**src/rtl/teami_link_pkg.sv**
```systemverilog
// Shared definitions for the 8-bit Hamming frame link: frame size, FSM
// states, codeword bit positions and the (8,4) SEC-DED encode function.
package teami_link_pkg;

  localparam int FRAME_BITS = 8;

  typedef enum logic [1:0] {IDLE, SHIFT, GAP} state_t;

  // Parity bits sit at even positions, data bits at odd positions.
  localparam int P0_POS = 0;
  localparam int D0_POS = 1;
  localparam int P1_POS = 2;
  localparam int D1_POS = 3;
  localparam int P2_POS = 4;
  localparam int D2_POS = 5;
  localparam int P3_POS = 6;
  localparam int D3_POS = 7;

  function automatic logic [FRAME_BITS-1:0] hamming84_encode(input logic [3:0] nibble);
    logic [FRAME_BITS-1:0] cw;
    cw         = '0;
    cw[D0_POS] = nibble[0];
    cw[D1_POS] = nibble[1];
    cw[D2_POS] = nibble[2];
    cw[D3_POS] = nibble[3];
    cw[P0_POS] = nibble[0] ^ nibble[2] ^ nibble[3];
    cw[P1_POS] = nibble[0] ^ nibble[1] ^ nibble[3];
    cw[P2_POS] = nibble[0] ^ nibble[1] ^ nibble[2];
    cw[P3_POS] = nibble[1] ^ nibble[2] ^ nibble[3];
    return cw;
  endfunction

endpackage

```
**src/rtl/teami_hamming84_enc.sv**
```systemverilog
// Combinational nibble-to-codeword encoder with optional single-bit
// error injection for exercising the receiver's correction path.
module teami_hamming84_enc
  import teami_link_pkg::*;
(
  input  logic [3:0]            nibble,
  input  logic                  err_en,
  input  logic [2:0]            err_pos,
  output logic [FRAME_BITS-1:0] codeword
);

  logic [FRAME_BITS-1:0] err_mask;

  // Build the clean codeword, then invert the selected bit when injecting.
  always_comb begin
    err_mask = '0;
    if (err_en) begin
      err_mask[err_pos] = 1'b1;
    end
    codeword = hamming84_encode(nibble) ^ err_mask;
  end

endmodule

```
**src/rtl/teami_hamming_encoder_tx.sv**
```systemverilog
// Serial transmitter: encodes accepted nibbles, shifts codewords out
// LSB-first with a strobe on bit 0, inserts idle gaps and counts frames.
module teami_hamming_encoder_tx
  import teami_link_pkg::*;
#(
  parameter int unsigned GAP_CYCLES = 2,
  parameter int unsigned CNT_W      = 8
) (
  input  logic             CLOCK,
  input  logic             RESET,
  input  logic [3:0]       DIN,
  input  logic             DLOAD,
  input  logic             ERR_EN,
  input  logic [2:0]       ERR_POS,
  output logic             DREADY,
  output logic             DDATA,
  output logic             DSTROBE,
  output logic             DBUSY,
  output logic             DDONE,
  output logic [CNT_W-1:0] FRAME_CNT
);

  localparam logic [3:0] GAP_LAST = (GAP_CYCLES > 0) ? 4'(GAP_CYCLES - 1) : 4'd0;

  state_t                state, state_next;
  logic [2:0]            bit_idx, bit_next;
  logic [3:0]            gap_cnt, gap_next;
  logic [FRAME_BITS-1:0] sr, sr_next;
  logic [FRAME_BITS-1:0] hold, hold_next;
  logic                  hold_full, hold_full_next;
  logic                  ddata_next, strobe_next, ddone_next;
  logic [CNT_W-1:0]      cnt_next;
  logic [FRAME_BITS-1:0] enc_cw;
  logic [FRAME_BITS-1:0] launch_cw;
  logic                  accept, launch, exit_now, hold_load;

  teami_hamming84_enc u_enc (
    .nibble   (DIN),
    .err_en   (ERR_EN),
    .err_pos  (ERR_POS),
    .codeword (enc_cw)
  );

  assign accept = DLOAD & ~hold_full;
  assign DREADY = ~hold_full;
  assign DBUSY  = (state != IDLE);

  // Next-state logic: bit shifting, gap timing, hold management and frame launch.
  always_comb begin
    state_next     = state;
    bit_next       = bit_idx;
    gap_next       = gap_cnt;
    sr_next        = sr;
    hold_next      = hold;
    hold_full_next = hold_full;
    ddata_next     = 1'b0;
    strobe_next    = 1'b0;
    ddone_next     = 1'b0;
    cnt_next       = FRAME_CNT;
    launch         = 1'b0;
    launch_cw      = enc_cw;
    exit_now       = 1'b0;
    hold_load      = accept;

    unique case (state)
      IDLE: begin
        if (accept) begin
          launch    = 1'b1;
          hold_load = 1'b0;
        end
      end
      SHIFT: begin
        if (bit_idx != 3'd7) begin
          ddata_next = sr[0];
          sr_next    = sr >> 1;
          bit_next   = bit_idx + 3'd1;
        end else begin
          ddone_next = 1'b1;
          cnt_next   = FRAME_CNT + CNT_W'(1);
          if (GAP_CYCLES > 0) begin
            state_next = GAP;
            gap_next   = 4'd0;
          end else begin
            exit_now = 1'b1;
          end
        end
      end
      GAP: begin
        if (gap_cnt == GAP_LAST) begin
          exit_now = 1'b1;
        end else begin
          gap_next = gap_cnt + 4'd1;
        end
      end
      default: state_next = IDLE;
    endcase

    // A pending hold frame has priority; a nibble arriving on the exit edge
    // goes straight to the shifter so it is never stranded in the hold.
    if (exit_now) begin
      if (hold_full) begin
        launch         = 1'b1;
        launch_cw      = hold;
        hold_full_next = 1'b0;
      end else if (accept) begin
        launch    = 1'b1;
        hold_load = 1'b0;
      end else begin
        state_next = IDLE;
      end
    end

    if (hold_load) begin
      hold_next      = enc_cw;
      hold_full_next = 1'b1;
    end

    if (launch) begin
      state_next  = SHIFT;
      bit_next    = 3'd0;
      sr_next     = launch_cw >> 1;
      ddata_next  = launch_cw[0];
      strobe_next = 1'b1;
    end
  end

  // State and registered outputs; reset aborts any frame in flight.
  always_ff @(posedge CLOCK) begin
    if (RESET) begin
      state     <= IDLE;
      bit_idx   <= 3'd0;
      gap_cnt   <= 4'd0;
      sr        <= '0;
      hold      <= '0;
      hold_full <= 1'b0;
      DDATA     <= 1'b0;
      DSTROBE   <= 1'b0;
      DDONE     <= 1'b0;
      FRAME_CNT <= '0;
    end else begin
      state     <= state_next;
      bit_idx   <= bit_next;
      gap_cnt   <= gap_next;
      sr        <= sr_next;
      hold      <= hold_next;
      hold_full <= hold_full_next;
      DDATA     <= ddata_next;
      DSTROBE   <= strobe_next;
      DDONE     <= ddone_next;
      FRAME_CNT <= cnt_next;
    end
  end

endmodule

```
**config.mk**
```make
export PLATFORM = sky130hd
export DESIGN_NAME = teami_hamming_encoder_tx
export DESIGN_NICKNAME = d
export VERILOG_FILES = /design/src/rtl/teami_link_pkg.sv /design/src/rtl/teami_hamming84_enc.sv /design/src/rtl/teami_hamming_encoder_tx.sv
export SDC_FILE = /design/constraint.sdc
export NUM_CORES = 1
export LEC_CHECK = 0
export CAP_MARGIN = 20
export CORE_ASPECT_RATIO = 0.6
export CORE_MARGIN = 2
export CORE_UTILIZATION = 32
export CTS_CLUSTER_DIAMETER = 40
export DETAILED_ROUTE_END_ITERATION = 10
export PLACE_DENSITY = 0.54
export RECOVER_POWER = 50
export SYNTH_ARGS = -nofsm -noshare
export SYNTH_HDL_FRONTEND = slang
export SYNTH_SLANG_ARGS = --single-unit
```
**constraint.sdc**
```tcl
create_clock -name CLOCK -period 5.8 [get_ports CLOCK]
set_clock_uncertainty 0.15 [all_clocks]
set_input_delay 1.16 -clock CLOCK [delete_from_list [all_inputs] [get_ports CLOCK]]
set_output_delay 1.16 -clock CLOCK [all_outputs]
set_load 0.02 [all_outputs]
```
==> results.sh <==
export IMPL_fin_area_mm2=0.00227
export IMPL_ys_types=46
export IMPL_grt_start_max_net_pins=34
export IMPL_cts_sink_count=36
export IMPL_initial_utilization_pct=33.9
export IMPL_cp_required_ns=5.77
export IMPL_netlist_top_cell_by_area="dfxtp_1"
export IMPL_syn_mean_instance_area_um2=9.21
export IMPL_worstSetupPathType="in -> reg"
export IMPL_die_w_um=104
export IMPL_finalSetupViolations=0
export IMPL_ctsHoldBuffers=0
export IMPL_synth_area_mm2=0.00192
export IMPL_avgViaCountPerCell=4.92
export IMPL_slowest_delay_ns=1.04
export IMPL_total_leakage_power_nw=0.876
export IMPL_grt_antenna_before_repair=0
export IMPL_min_period_over_period_pct=54.9
export IMPL_final_cells=309
export IMPL_worstPathBufferInverterCount=2
export IMPL_endpoint_of_the_worst_hold_timing_path="bit_idx[1]"
export IMPL_first_global_vias=1385
export IMPL_ctsLongestPathBuffers=2
export IMPL_cts_tree="built"
export IMPL_syn_to_final_growth_pct=17.9
export IMPL_postCtsSetupBuffers=0
export IMPL_routed_vias=1521
export IMPL_yosys_warning_count=0
export IMPL_hpwl_mm=2.94
export IMPL_worst_path_dominant_cell_family="buffers and inverters"
export IMPL_antenna_cells_inserted=0
export IMPL_startpoint_type="input pin"
export IMPL_rr_endpoint="sr[1]"
export IMPL_max_freq_ghz=0.314
export IMPL_clkPwrFrac_pct=31.5
export IMPL_global_placement_routability_congestion=0.738
export IMPL_h_tree_levels=2
export IMPL_gr_total_overflow=0
export IMPL_cp_depth=4
export IMPL_ctsResizeCount=0
export IMPL_netlist_top_cells_count="dfxtp_1, nor2_1, nor3_1"
export IMPL_power_switching_uw=146
export IMPL_async_reset_ff_share_pct=0
export IMPL_design_core_area_mm2=0.00568
export IMPL_die_height_um=64.1
export IMPL_yosys_most_used_dff="dfxtp_1"
export IMPL_grt_usage_pct=13.3
export IMPL_reg2reg_depth=6
export IMPL_power_combinational_fraction_pct=17.8
export IMPL_yosysSeqAreaShare_pct=37.5
export IMPL_synth_seq_cells=36
export IMPL_hold_class="reg -> reg"
export IMPL_wire_per_inst_um=13.2
export IMPL_wire_length_of_the_first_global_routing_pass_mm=6.97
export IMPL_crit_arrival_ns=3.15
export IMPL_pwr_density_cell_mw_per_mm2=235
export IMPL_worst_path_max_fanout=33
export IMPL_post_synth_top_count_cell="dfxtp_1"
export IMPL_headroom_to_the_max_slew_limit_pct=3.73
export IMPL_clock_insertion_delay_worst_skew_ns=0.28
export IMPL_rows=21
export IMPL_hold_path_startpoint="bit_idx[1]"
export IMPL_worst_slew_pin_slew_ns=1.44
export IMPL_finalNetCount=245
export IMPL_dp_cells=302
export IMPL_cellInternalPower_uw=387
export IMPL_cp_startpoint="RESET"
export IMPL_status="finished clean"
export IMPL_power_share_switching_pct=27.4
export IMPL_drive_gt1_share_pct=6.99
export IMPL_reg2reg_slack_ns=3.63
export IMPL_route_detailed_drc=0
export IMPL_synth_edf_count=0
export IMPL_fp_dieArea_mm2=0.00667
export IMPL_totalWireLength_mm=4.07
export IMPL_synthesis_instances=209
export IMPL_postRouteAntennaNets=0
export IMPL_min_delay_path_depth=2
export IMPL_pin_count=24
export IMPL_slew_violations=0
export IMPL_detailedRoute_firstPassIterationCount=4
export IMPL_timing_critical_path_cells="dlygate4sd3_1 -> clkbuf_1 -> nand2b_1 -> o22ai_1"
export IMPL_yosys_area_top_type_share_pct=37.5
export IMPL_cp_end_kind="register"
export IMPL_timing_max_cap_violations=0
export IMPL_clk_pin_slew_worst_paths_ns=0.07
export IMPL_power_sequential_fraction_pct=50.7
export IMPL_hold_viol=0
export IMPL_dr_first_iter_drc_count=51
export IMPL_vdd_ir_drop_max_mv=0.0886
export IMPL_synth_area_leaders="dfxtp_1, nor3_1, xnor3_1"
export IMPL_worst_r2r_src="bit_idx[0]"
export IMPL_post_route_min_period_ns=3.19
export IMPL_crit_path_top_delay_cell="clkbuf_1"
export IMPL_final_core_utilization_pct=40.0
export IMPL_cts_inserted_buffers=5
export IMPL_finalSetupTns_ns=0
export IMPL_grt_setup_unrepaired="no"
export IMPL_synth_net_count=225
export IMPL_ctsRootBufferMaster="clkbuf_8"
export IMPL_port_buffers=23
export IMPL_placedInstanceArea_mm2=0.00220
==> metrics by stage <==
step           power (mW)  setup slack [ns]  hold slack, ns
2_1_floorplan       0.344              3.55           0.290
4_1_cts             0.541              2.90           0.312
3_3_place_gp        0.373              2.75           0.300
5_1_grt             0.564              2.47           0.335
6_report            0.533              2.61           0.309
3_5_place_dp        0.372              2.84           0.303
==> sequential cells by signal, indices dropped and copies added (netlist names) <==
| signal | cells |
|---|---|
| DDATA | 1 |
| DDONE | 1 |
| DSTROBE | 1 |
| FRAME_CNT | 8 |
| bit_idx | 3 |
| gap_cnt | 4 |
| hold | 8 |
| hold_full | 1 |
| sr | 7 |
| state | 2 |
==> power groups by stage <==
stage	registers [mW]	logic (mW)	clock network [mW]
2_1_floorplan	0.274	0.0698	0
3_3_place_gp	0.276	0.0967	0
3_5_place_dp	0.276	0.0963	0
4_1_cts	0.270	0.0968	0.174
5_1_grt	0.272	0.105	0.187
6_report	0.270	0.0949	0.168
==> final cells by class <==
class	instances	area (um^2)
Fill cell	590	3410
Multi-Input combinational cell	158	1120
Sequential cell	36	721
Timing Repair Buffer	24	234
Tap cell	80	100
Clock buffer	6	72.6
Inverter	4	15.0
Clock inverter	1	5.00
==> cell families after synthesis <==
logic type | share of synthesized area (%)
AOI/OAI and AO/OA | 9.95
xor gates and xnor gates | 12.0
adders and majority gates | 3.25
buffers and inverters | 4.10
DFF | 37.5
muxes | 5.33
and+or+nand+nor | 28.0
==> worst min-delay path: stages (launching register included) <==
cell     delay, ns
dfxtp_1       0.31
nand2_1       0.05
a21oi_1       0.05
==> layout by cell type (no fill, tap or decap), types with 5 or more instances in the layout <==
cell,instances
ha_1,5
a21oi_1,14
clkdlybuf4s50_1,19
clkbuf_8,5
nand2_1,13
xor2_1,6
nor2_1,21
a211oi_1,6
nor3_1,20
nand4_1,5
mux2i_1,8
xnor2_1,10
dfxtp_1,36
==> per-layer routing <==
| layer | up-vias | GRT usage (%) | wire length [um] |
|---|---|---|---|
| met2 | 31 | 16.9 | 1470 |
| met1 | 707 | 20.9 | 2350 |
| met3 | 4 | 3.88 | 221 |
| met5 | - | 0 | 0 |
| li1 | 779 | - | - |
| met4 | 0 | 3.55 | 26 |
==> worst max-delay path by stage <==
stage          endpoint  slack, ns
2_1_floorplan   hold[2]       3.55
3_3_place_gp    hold[2]       2.75
3_5_place_dp      sr[0]       2.84
4_1_cts           DBUSY       2.90
5_1_grt           sr[1]       2.47
6_report          DDATA       2.61
No activity file was read; power rests on OpenSTA's default activity.
==> RTL edit 1, RTL diff (config.mk and constraints unchanged) <==
Put one more register stage on the output `FRAME_CNT`, cleared by the reset. The value now appears one clock later. The other outputs are not delayed to match.
--- a/src/rtl/teami_hamming_encoder_tx.sv
+++ b/src/rtl/teami_hamming_encoder_tx.sv
@@ -21,6 +21,8 @@
 );
 
   localparam logic [3:0] GAP_LAST = (GAP_CYCLES > 0) ? 4'(GAP_CYCLES - 1) : 4'd0;
+
+  logic [CNT_W-1:0] FRAME_CNT_s0;
 
   state_t                state, state_next;
   logic [2:0]            bit_idx, bit_next;
@@ -56,7 +58,7 @@
     ddata_next     = 1'b0;
     strobe_next    = 1'b0;
     ddone_next     = 1'b0;
-    cnt_next       = FRAME_CNT;
+    cnt_next       = FRAME_CNT_s0;
     launch         = 1'b0;
     launch_cw      = enc_cw;
     exit_now       = 1'b0;
@@ -76,7 +78,7 @@
           bit_next   = bit_idx + 3'd1;
         end else begin
           ddone_next = 1'b1;
-          cnt_next   = FRAME_CNT + CNT_W'(1);
+          cnt_next   = FRAME_CNT_s0 + CNT_W'(1);
           if (GAP_CYCLES > 0) begin
             state_next = GAP;
             gap_next   = 4'd0;
@@ -136,7 +138,7 @@
       DDATA     <= 1'b0;
       DSTROBE   <= 1'b0;
       DDONE     <= 1'b0;
-      FRAME_CNT <= '0;
+      FRAME_CNT_s0 <= '0;
     end else begin
       state     <= state_next;
       bit_idx   <= bit_next;
@@ -147,7 +149,15 @@
       DDATA     <= ddata_next;
       DSTROBE   <= strobe_next;
       DDONE     <= ddone_next;
-      FRAME_CNT <= cnt_next;
+      FRAME_CNT_s0 <= cnt_next;
+    end
+  end
+
+  always_ff @(posedge CLOCK) begin
+    if (RESET) begin
+      FRAME_CNT <= '0;
+    end else begin
+      FRAME_CNT <= FRAME_CNT_s0;
     end
   end
 
Function: changed (Yosys sat finds a counterexample within 10 cycles, from zero or initial values and one cycle with RESET high).
==> RTL edit 1 against the unedited design <==
  * Non-clock buffer count is 1 higher
  * Sequential share of layout area is 3.9 points higher
  * Critical path depth stayed put
  * Core utilization is 0.25 points lower
  * Sequential power is 19% higher
  * Wire length is 0.22% higher
  * Sequential cell count is 8 higher
  * Worst setup slack worse by 0.20 ns
  * Final cell count is 0.97% higher
  * Final area is 8.9% higher
  * Synthesized area is 9.0% higher
  * Total power is 13% higher
  * Global-route usage is 1.3 points lower
==> RTL edit 1: results (changes against the unedited design) <==
clk root buf - clkbuf_8 (unchanged)
GRT Total Usage - 12.0% (was 13.3%)
CP peak stage delay - 1.05 ns
Final Util - 39.7% (was 40.0%)
met1 usage - 19.3% (was 20.9%)
highest routed layer - met3 (was met4)
Slew headroom - 24.4% (was 3.73%)
post-cts repair resize count - 0 (unchanged)
slowest stage cell, crit path - dlygate4sd3_1 (was clkbuf_1)
Port Buf Inserts - 23 (unchanged)
DR WL met2 - 1500 um (was 1470 um)
leading registers by flop count - FRAME_CNT: 8 flops, FRAME_CNT_s0: 8 flops, hold: 8 flops (was FRAME_CNT: 8 flops, hold: 8 flops, sr: 7 flops)
post-detail-place hpwl - 2840 um (was 2940 um)
routed length on met1 - 2440 um (was 2350 um)
crit path DAT - 3.41 ns (was 3.15 ns)
wire length per cell - 13.1 um (was 13.2 um)
Setup Buffers After CTS - 0 (unchanged)
global placer's final weighted congestion - 0.707 (was 0.738)
YS warnings - 0 (unchanged)
DR vias - 1474 (was 1521)
Post-synth top flop - dfxtp_1 (unchanged)
most frequent cells after synthesis - dfxtp_1 (44), nor2_1 (19), mux2i_1 (17) (was dfxtp_1 (36), nor2_1 (21), nor3_1 (20))
vias in the first global route - 1284 (was 1385)
n_diodes - 0 (unchanged)
VDD IR max - 0.000105 V (was 0.0000886 V)
filler instances - 632 (was 590)
layout cells sized above 1 - 6.58% (was 6.99%)
pin count of the biggest net entering global routing - 26 (was 34)
status - complete, no violations (unchanged)
Num CTS Buffers - 5 (unchanged)
clock buffer depth - 2 (unchanged)
Adder-Cell Fraction of Synth Area - 2.98% (was 3.25%)
asr flop ratio synth - 0% (unchanged)
DRT iter0 DRCs - 64 (was 51)
Hold Crit Class - flop to flop (unchanged)
Synth Area in XOR/XNOR - 11.4% (was 12.0%)
post-layout net count - 243 (was 245)
compound-cell area share of the yosys netlist - 10.4% (was 9.95%)
synthesized net count - 223 (was 225)
placed cell areas - 0.00238 mm2 (was 0.00220 mm2)
met3 usage in global routing - 3.82% (was 3.88%)
part of the Yosys area used for sequential elements - 42.0% (was 37.5%)
first-pass GRT wire length - 6620 um (was 6970 um)
top cells by area, synth - dfxtp_1 (42%), mux2i_1 (8.1%), xnor3_1 (4.3%) (was dfxtp_1 (37%), nor3_1 (5.2%), xnor3_1 (4.7%))
peak fanout along the critical path - 25 (was 33)
LEAKAGE - 1.02 nW (was 0.876 nW)
Synth cell types - 44 (was 46)
met2 Use GR - 14.8% (was 16.9%)
met3 routed WL - 135 um (was 221 um)
post-synthesis mux area share - 8.65% (was 5.33%)
Clock transition at path regs - 0.08 ns
-- RTL edit 1: where the power goes --
group | internal, mW | total [mW] | switching [mW]
registers | 0.313 | 0.320 | 0.00715
clock network | 0.0972 | 0.195 | 0.0976
logic | 0.0415 | 0.0850 | 0.0435
-- RTL edit 1: worst max-delay path, delay by kind of cell --
kind | cells | cell delay [ns]
buf+inv | 2 | 1.94
simple gates | 1 | 0.22
compound gates | 1 | 0.09
-- RTL edit 1: cell type report --
cell class | count | share of cell area [%]
clock buffer | 8 | 3.64
tap | 84 | 4.25
sequential | 44 | 35.6
timing repair buffer | 25 | 9.92
inverter | 5 | 0.759
multi-input combinational | 146 | 45.8
-- RTL edit 1: final timing paths --
path | start | to | slack, ns | depth (start not counted)
worst min register to register | FRAME_CNT_s0[7] | FRAME_CNT[7] | 0.34 | 1
worst max register to register | gap_cnt[0] | hold[4] | 3.00 | 5
worst min-delay path | FRAME_CNT_s0[7] | FRAME_CNT[7] | 0.34 | 1
worst max-delay path | RESET | DDATA | 2.42 | 4
-- RTL edit 1: logic make-up (layout without fill, tap and decap cells) --
family | Yosys count | after routing
multiplexers | 18 | 18
AO/OA/AOI/OAI | 27 | 27
adder cells (fa/ha/maj) | 5 | 5
flip-flops | 44 | 44
XOR/XNOR | 21 | 21
buffers and inverters | 17 | 38
AND/OR/NAND/NOR | 75 | 75
-- RTL edit 1: per-stage QoR --
stage / setup WS, ns / total power [mW] / hold WS (ns) / cells
after CTS: 2.82 / 0.609 / 0.340 / 311
after detailed placement: 2.54 / 0.412 / 0.323 / 303
after global placement: 2.54 / 0.412 / 0.326 / 303
after global routing: 2.23 / 0.631 / 0.360 / 312
after floorplan: 3.22 / 0.387 / 0.300 / 207
final: 2.42 / 0.600 / 0.337 / 312
==> RTL edit 2, RTL diff (same flow settings) <==
Made on the original files. The parameter `CNT_W` goes from 8 to 12.
--- a/src/rtl/teami_hamming_encoder_tx.sv
+++ b/src/rtl/teami_hamming_encoder_tx.sv
@@ -4,7 +4,7 @@
   import teami_link_pkg::*;
 #(
   parameter int unsigned GAP_CYCLES = 2,
-  parameter int unsigned CNT_W      = 8
+  parameter int unsigned CNT_W      = 12
 ) (
   input  logic             CLOCK,
   input  logic             RESET,
Interface: changed (resized FRAME_CNT); port bits go from 24 to 28. No check against the original RTL was run, so the function may have changed too.
==> RTL edit 2 against the unedited design <==
  * Sequential cell count up 4
  * Synthesized cell count up 12%
  * Synthesized area up 12%
  * Maximum frequency up 1.9%
  * Final area up 13%
  * Combinational power up 6%
  * Total power up 11%
  * Wire length up 15%
  * Global-route usage up 0.23 points
  * Worst setup slack better by 0.060 ns
  * Non-clock buffer count up 4
  * Critical path type unchanged
==> RTL edit 2: results (changes against the unedited design) <==
crit path DAT - 3.13 ns (was 3.15 ns)
Port Buf Inserts - 27 (was 23)
peak fanout along the critical path - 28 (was 33)
top cells by area, synth - dfxtp_1 (37%), xnor2_1 (4.9%), nor3_1 (4.4%) (was dfxtp_1 (37%), nor3_1 (5.2%), xnor3_1 (4.7%))
synthesized net count - 250 (was 225)
part of the Yosys area used for sequential elements - 37.1% (was 37.5%)
CP startpoint - RESET (unchanged)
Num CTS Buffers - 5 (unchanged)
vias in the first global route - 1547 (was 1385)
Hold Path Origin - bit_idx[2] (was bit_idx[1])
VDD IR max - 0.000115 V (was 0.0000886 V)
Adder-Cell Fraction of Synth Area - 2.90% (was 3.25%)
Post-synth top flop - dfxtp_1 (unchanged)
CP peak stage delay - 1.22 ns (was 1.04 ns)
setup slack, reg-to-reg - 3.64 ns (was 3.63 ns)
post-layout net count - 270 (was 245)
Synth cell types - 55 (was 46)
Hold Crit Class - flop to flop (unchanged)
Total Wirelength - 4670 um (was 4070 um)
GRT Total Usage - 13.5% (was 13.3%)
post-detail-place hpwl - 3440 um (was 2940 um)
first-pass GRT wire length - 7760 um (was 6970 um)
Synth Area in XOR/XNOR - 11.8% (was 12.0%)
LEAKAGE - 0.983 nW (was 0.876 nW)
Slew @ Worst Pin - 1.04 ns (was 1.44 ns)
reg-to-reg endpoint - sr[0] (was sr[1])
compound-cell area share of the yosys netlist - 12.0% (was 9.95%)
R2R Path Start - bit_idx[0] (unchanged)
layout cells sized above 1 - 8.24% (was 6.99%)
filler instances - 675 (was 590)
DR pass1 iterations - 4 (unchanged)
clock buffer depth - 2 (unchanged)
pin count of the biggest net entering global routing - 29 (was 34)
global placer's final weighted congestion - 0.724 (was 0.738)
initial antenna violation count - 0 (unchanged)
worst skew pair latency - 0.29 ns
DRT iter0 DRCs - 104 (was 51)
leading registers by flop count - FRAME_CNT: 12 flops, hold: 8 flops, sr: 7 flops (was FRAME_CNT: 8 flops, hold: 8 flops, sr: 7 flops)
slowest stage cell, crit path - dlygate4sd3_1 (was clkbuf_1)
CTS H-tree lvls - 2 (unchanged)
status - complete, no violations (unchanged)
most frequent cells after synthesis - dfxtp_1 (40), nor2_1 (24), nor3_1 (19) (was dfxtp_1 (36), nor2_1 (21), nor3_1 (20))
vias per cell - 4.96 (was 4.92)
r2r worst-path depth - 5 (was 6)
worst setup path endpoint - bit_idx[1] (was DDATA)
Clock transition at path regs - 0.07 ns (about the same)
clk root buf - clkbuf_8 (unchanged)
post-synthesis mux area share - 5.04% (was 5.33%)
==> RTL edit 2: changes by cell type in the layout (fill, tap and decap cells not counted), moves of 4 or more <==
cell	delta
dlygate4sd3_1	+9
clkdlybuf4s50_1	-5
nand2_1	-6
nor4_1	+4
a21oi_1	+4
and2_1	-4
dfxtp_1	+4
==> RTL edit 2: worst min-delay path by stage <==
| stage | slack, ns | cells after the start | to |
|---|---|---|---|
| after floorplan | 0.31 | 1 | DDATA |
| after global placement | 0.34 | 2 | bit_idx[2] |
| after detailed placement | 0.33 | 1 | DDATA |
| after CTS | 0.36 | 1 | DDATA |
| after global routing | 0.37 | 1 | DDATA |
| final | 0.35 | 2 | bit_idx[2] |
==> RTL edit 2: kinds of logic (layout without fill, tap and decap cells) <==
logic type | Yosys count | in the layout
and+or+nand+nor | 97 | 97
DFF | 40 | 40
AOI/OAI and AO/OA | 38 | 38
xor gates and xnor gates | 23 | 23
buffers and inverters | 21 | 42
muxes | 10 | 10
adders and majority gates | 5 | 5
==> RTL edit 2: stage by stage <==
stage	utilization, %	worst slack (ns)	instances	cell area (um2)
after floorplan	-	3.40	234	2160
after global placement	37.6	2.49	334	2480
after detailed placement	37.6	2.46	334	2480
after CTS	39.0	2.75	342	2570
after global routing	39.0	2.49	342	2570
final	39.0	2.67	342	2570
==> RTL edit 2: report_power, final <==
group	switching [mW]	internal, mW	total, mW
registers	0.00981	0.289	0.298
clock network	0.0959	0.0968	0.193
logic	0.0547	0.0466	0.101
==> RTL edit 2: layout make-up <==
| cell class | instances | share of cell area (%) |
|---|---|---|
| Tap cell | 87 | 4.23 |
| Timing Repair Buffer | 28 | 10.8 |
| Sequential cell | 40 | 31.1 |
| Clock buffer | 7 | 3.36 |
| Multi-Input combinational cell | 173 | 49.3 |
| Inverter | 6 | 0.876 |
| Clock inverter | 1 | 0.292 |
==> RTL edit 2: routing by layer <==
metal | share of wire, % | wire, um | track usage [%] | vias up
met5 | 0 | 0 | 0 | -
met4 | 0.21 | 10 | 2.37 | 0
met3 | 3.3 | 153 | 3.76 | 2
li1 | - | - | - | 882
met2 | 37 | 1740 | 18.7 | 17
met1 | 59 | 2760 | 20.7 | 795
==> RTL edit 2: tightest hold or removal path, delay by kind of cell (launching register included) <==
kind             cells  cell delay [ns]
and+or+nand+nor      1             0.07
muxes                1             0.07
DFF                  1             0.33
